`config.mk`:
```
export PLATFORM = sky130hd
export DESIGN_NAME = mult_div_unit
export DESIGN_NICKNAME = d
export VERILOG_FILES = /design/src/rtl/mult_div_unit.sv
export SDC_FILE = /design/constraint.sdc
export NUM_CORES = 1
export LEC_CHECK = 0
export CAP_MARGIN = 0
export CORE_MARGIN = 4
export CORE_UTILIZATION = 50
export DETAILED_ROUTE_END_ITERATION = 8
export GPL_TIMING_DRIVEN = 0
export PLACE_DENSITY = 0.83
export SETUP_SLACK_MARGIN = 0.3
export SLEW_MARGIN = 15
export SYNTH_ARGS = -nofsm -noshare
export SYNTH_HDL_FRONTEND = slang
export SYNTH_SLANG_ARGS = --single-unit
```
`constraint.sdc`:
```
create_clock -name Clock -period 3.6 [get_ports Clock]
set_input_delay 0.36 -clock Clock [delete_from_list [all_inputs] [get_ports Clock]]
set_output_delay 0.36 -clock Clock [all_outputs]
set_load 0.01 [all_outputs]
```
`src/rtl/mult_div_unit.sv`:
```
// mult_div_unit: iterative multiply/divide unit with HI/LO result registers.
// MULT is shift-add and DIV is restoring shift-subtract, one bit per cycle.
// Define MULT_DIV_SIGNED_EN for two's-complement MULT/DIV (default: unsigned).
module mult_div_unit #(
    parameter int Width = 32
) (
    input  logic             Clock,
    input  logic             Reset,
    input  logic             Start,
    input  logic [1:0]       Op,
    input  logic [Width-1:0] A,
    input  logic [Width-1:0] B,
    output logic             Busy,
    output logic             Done,
    output logic [Width-1:0] Hi,
    output logic [Width-1:0] Lo
);
    localparam int CW = (Width > 1) ? $clog2(Width) : 1;
    typedef enum logic [1:0] {IDLE, RUN, DONE} state_t;
    state_t               r_state;
    logic [CW-1:0]        r_cnt;
    logic                 r_div;
    logic                 r_busy;
    logic                 r_done;
    logic [Width-1:0]     r_m;
    logic [2*Width-1:0]   r_p;
    logic [Width-1:0]     r_hi;
    logic [Width-1:0]     r_lo;
    logic [Width:0]       w_sum;
    logic [Width:0]       w_rem;
    logic [Width:0]       w_sub;
    logic                 w_ge;
    logic [2*Width-1:0]   w_next;
    logic [2*Width-1:0]   w_res;
    logic [Width-1:0]     w_opa;
    logic [Width-1:0]     w_opb;
    logic                 w_accept;
`ifdef MULT_DIV_SIGNED_EN
    logic                 r_sq;
    logic                 r_sr;
`endif
    // One iteration step: shift-add for MULT, restoring shift-subtract for DIV
    always_comb begin
        w_sum    = {1'b0, r_p[2*Width-1:Width]} + {1'b0, r_m};
        w_rem    = r_p[2*Width-1:Width-1];
        w_ge     = w_rem >= {1'b0, r_m};
        w_sub    = w_rem - {1'b0, r_m};
        w_next   = r_div ? {w_ge ? w_sub[Width-1:0] : w_rem[Width-1:0], r_p[Width-2:0], w_ge}
                         : (r_p[0] ? {w_sum, r_p[Width-1:1]} : {1'b0, r_p[2*Width-1:1]});
        w_accept = Start && (r_state != RUN);
    end
`ifdef MULT_DIV_SIGNED_EN
    // Operands enter as magnitudes; signs are restored when the result is written
    always_comb begin
        w_opa = A[Width-1] ? -A : A;
        w_opb = B[Width-1] ? -B : B;
        w_res = r_div ? {r_sr ? -w_next[2*Width-1:Width] : w_next[2*Width-1:Width],
                         (r_sq && r_m != '0) ? -w_next[Width-1:0] : w_next[Width-1:0]}
                      : (r_sq ? -w_next : w_next);
    end
`else
    // Unsigned operation: operands and result pass through unchanged
    always_comb begin
        w_opa = A;
        w_opb = B;
        w_res = w_next;
    end
`endif
    // Control FSM, working registers and HI/LO; MTHI/MTLO write immediately
    always_ff @(posedge Clock) begin
        if (Reset) begin
            r_state <= IDLE;
            r_cnt   <= '0;
            r_div   <= 1'b0;
            r_busy  <= 1'b0;
            r_done  <= 1'b0;
            r_m     <= '0;
            r_p     <= '0;
            r_hi    <= '0;
            r_lo    <= '0;
`ifdef MULT_DIV_SIGNED_EN
            r_sq    <= 1'b0;
            r_sr    <= 1'b0;
`endif
        end else if (w_accept && Op[1]) begin
            if (Op[0]) r_lo <= A;
            else       r_hi <= A;
            r_state <= IDLE;
            r_done  <= 1'b0;
        end else if (w_accept) begin
            r_state <= RUN;
            r_busy  <= 1'b1;
            r_done  <= 1'b0;
            r_cnt   <= '0;
            r_div   <= Op[0];
            r_m     <= Op[0] ? w_opb : w_opa;
            r_p     <= {{Width{1'b0}}, Op[0] ? w_opa : w_opb};
`ifdef MULT_DIV_SIGNED_EN
            r_sq    <= A[Width-1] ^ B[Width-1];
            r_sr    <= A[Width-1];
`endif
        end else if (r_state == RUN) begin
            if (r_cnt == CW'(Width - 1)) begin
                {r_hi, r_lo} <= w_res;
                r_state      <= DONE;
                r_busy       <= 1'b0;
                r_done       <= 1'b1;
            end else begin
                r_p   <= w_next;
                r_cnt <= r_cnt + CW'(1);
            end
        end else if (r_state == DONE) begin
            r_state <= IDLE;
            r_done  <= 1'b0;
        end
    end
    assign Busy = r_busy;
    assign Done = r_done;
    assign Hi   = r_hi;
    assign Lo   = r_lo;
endmodule

```
==> reports/qor.txt <==
status = completed
Pleak = 5.78 nW
Syn Nets = 1738
total power = 5.67 mW
most frequent CP cell = buf_6
FMAX = 303 MHz
Congestion Overflow GR = 0
Post-Synth XOR/XNOR Area = 0.0278
I/O pins = 135
clk_lat worst skew = 0.44 ns
CP required = 3.93 ns
share of layout cells above drive strength 1 = 0.108
most common cell after layout, fill and taps aside = nor2_1
largest family of logic cells by synthesized area = compound AO/OA/AOI/OAI gates
Clock Sinks = 169
CTS tree = done
relative slew slack = 0.236
Synth Area per Inst = 7.68 µm²
pre-CTS setup slack = -0.270 ns
clk buf depth = 2
max cap viols = 0
Synth Register Bits = 169
vias in the first global route = 13500
CORE AREA = 24200 µm²
Max Fanout on Critical Path = 10
CP cell instances = ha_4 > buf_6 > and4_4 > nand2_2 > or4_1 > o31a_1 > a21o_1 > buf_6 > nand2_8 > buf_6 > o21ai_1 > o22a_1 > o41ai_1
Peak supply drop = 0.000324 V
fin crit period = 3.30 ns
final hold violations = 0
critical path class = reg2reg
Rows = 57
Die X = 165 µm
RSZ-0062 raised after global routing = yes
vias = 14400
initial antenna violation count = 1
Hold WC Path Type = reg2reg
period utilization = 0.916
Initial Util = 0.507
ys async rst share = 0
Syn Std Cell Area = 12300 µm²
Post-synth top flop = dfxtp_1
Setup violations, final = 0
simple-gate share of the synthesized area = 0.188
H-tree depth = 4
first-pass GRT wire length = 76400 µm
drc violations = 0
slowest stage delay, CP = 0.52 ns
Max Slew Vio Count = 0
DR vias/cell = 6.80
register area share after synthesis = 0.275
Worst-Margin Slew = 1.14 ns
largest net degree at the start of global routing = 17
CTS Buf Count = 17
overall routing resource usage = 0.361
Startpoint Class = flip-flop
Wirelength per Cell = 24.0 µm
post-route antenna net violation count = 0
Syn Inst Count = 1601
Reg clk slew, reported paths = 0.07 ns
die height = 165 µm
most frequent cells in the layout = nor2_1 (171), a21oi_1 (158), dfxtp_1 (145)
Synth warnings = 0
CP top delay family = compound AO/OA/AOI/OAI gates
dpl hpwl = 38200 µm
CP max-delay cell = or4_1
# diodes = 0
drt pass-1 iters = 6
PortBufs = 132
flop2flop setup slack = 0.30 ns
Final Wtd Congestion = 1.02
skew final = 0.0128 ns
CTS root buf = clkbuf_16
CP endpoint kind = flip-flop
# nets final = 1915
PwrDens = 368 nW/µm²
Initial DRC Count = 1917
die area = 27200 µm²
adder-cell share of the synthesized area = 0.0704
buffers and inverters on the worst path = 3
area grow syn2layout = 25.3%
Synth Area in Compound Gates = 0.302
Post-synth EDFFs = 0
final wirelength = 50700 µm
arrival time worst endpoint = 3.63 ns
multiplexer share of the synthesized area = 0.0849
worst setup margin = 0.302 ns
Synth cell types = 83
==> tightest hold or removal path: stages, from the launching register on <==
cell and delay, ns:
dfxtp_1 0.33, a21oi_1 0.06, nor2_1 0.07
==> final timing paths <==
kind	start	to	cells after the start
max	r_p[52]	Hi[26]	13
min	Lo[7]	Lo[7]	2
max reg2reg	r_p[52]	Hi[26]	13
min reg2reg	Lo[7]	Lo[7]	2
==> flip-flops by register name, summed over array words and instances, names as in the netlist <==
register  flops
r_state       1
r_m          32
Lo           32
Hi           32
r_p          64
r_div         1
r_cnt         5
Busy          1
Done          1
==> layer usage <==
layer  GRT usage  vias to the layer above  routed length (µm)
met2       0.555                     1122               21800
met1       0.475                     6687               19400
met5           0                        -                   0
met4       0.164                        0                2670
li1            -                     6334                   -
met3      0.0936                      243                6750
==> cells in the mapped netlist (all sizes together), types with 30 or more instances <==
| cell type | n | area share |
|---|---|---|
| a211oi | 76 | 0.047 |
| a21oi | 169 | 0.070 |
| a31oi | 38 | 0.019 |
| clkbuf | 99 | 0.030 |
| dfxtp | 169 | 0.27 |
| ha | 66 | 0.067 |
| inv | 50 | 0.015 |
| mux2i | 101 | 0.082 |
| nand2 | 138 | 0.043 |
| nor2 | 172 | 0.053 |
| o21ai | 79 | 0.032 |
| o22ai | 30 | 0.015 |
==> where the power goes <==
part	switching [mW]	leakage, nW	internal [mW]
registers	0.104	1.39	1.95
clock network	0.860	0.276	0.973
logic	1.09	4.12	0.693
==> cell families after synthesis <==
family                     Yosys count
adders and majority gates           68
muxes                              104
AOI/OAI and AO/OA                  564
xor gates and xnor gates            39
and+or+nand+nor                    492
buffers and inverters              165
DFF                                169
==> timing repair <==
| action | 4_1_cts | 5_1_grt |
|---|---|---|
| buffers inserted | 13 | 12 |
| gates resized for setup | 61 | 97 |
| setup endpoints to repair | 61 | 65 |
| hold buffers | 0 | 0 |
| pin swaps | 17 | 33 |
| cloned | 1 | 0 |
==> final cells by class <==
class	count	area (µm²)
Fill cell	2053	8830
Multi-Input combinational cell	1267	8760
Sequential cell	169	3430
Timing Repair Buffer	158	1570
Buffer	113	487
Clock buffer	18	429
Tap cell	324	405
Inverter	52	195
Clock inverter	14	139
==> per-stage QoR <==
stage / utilization / hold slack (ns) / TNS (ns) / cells / area [µm²]
2_1_floorplan: - / 0.463 / 0 / 1601 / 12300
3_3_place_gp: 0.579 / 0.469 / -2.81 / 2057 / 14000
3_5_place_dp: 0.579 / 0.465 / -3.78 / 2057 / 14000
4_1_cts: 0.620 / 0.478 / 0 / 2103 / 15000
5_1_grt: 0.636 / 0.504 / 0 / 2115 / 15400
6_report: 0.636 / 0.492 / 0 / 2115 / 15400
Note: power is estimated with default switching activity, not from simulation.
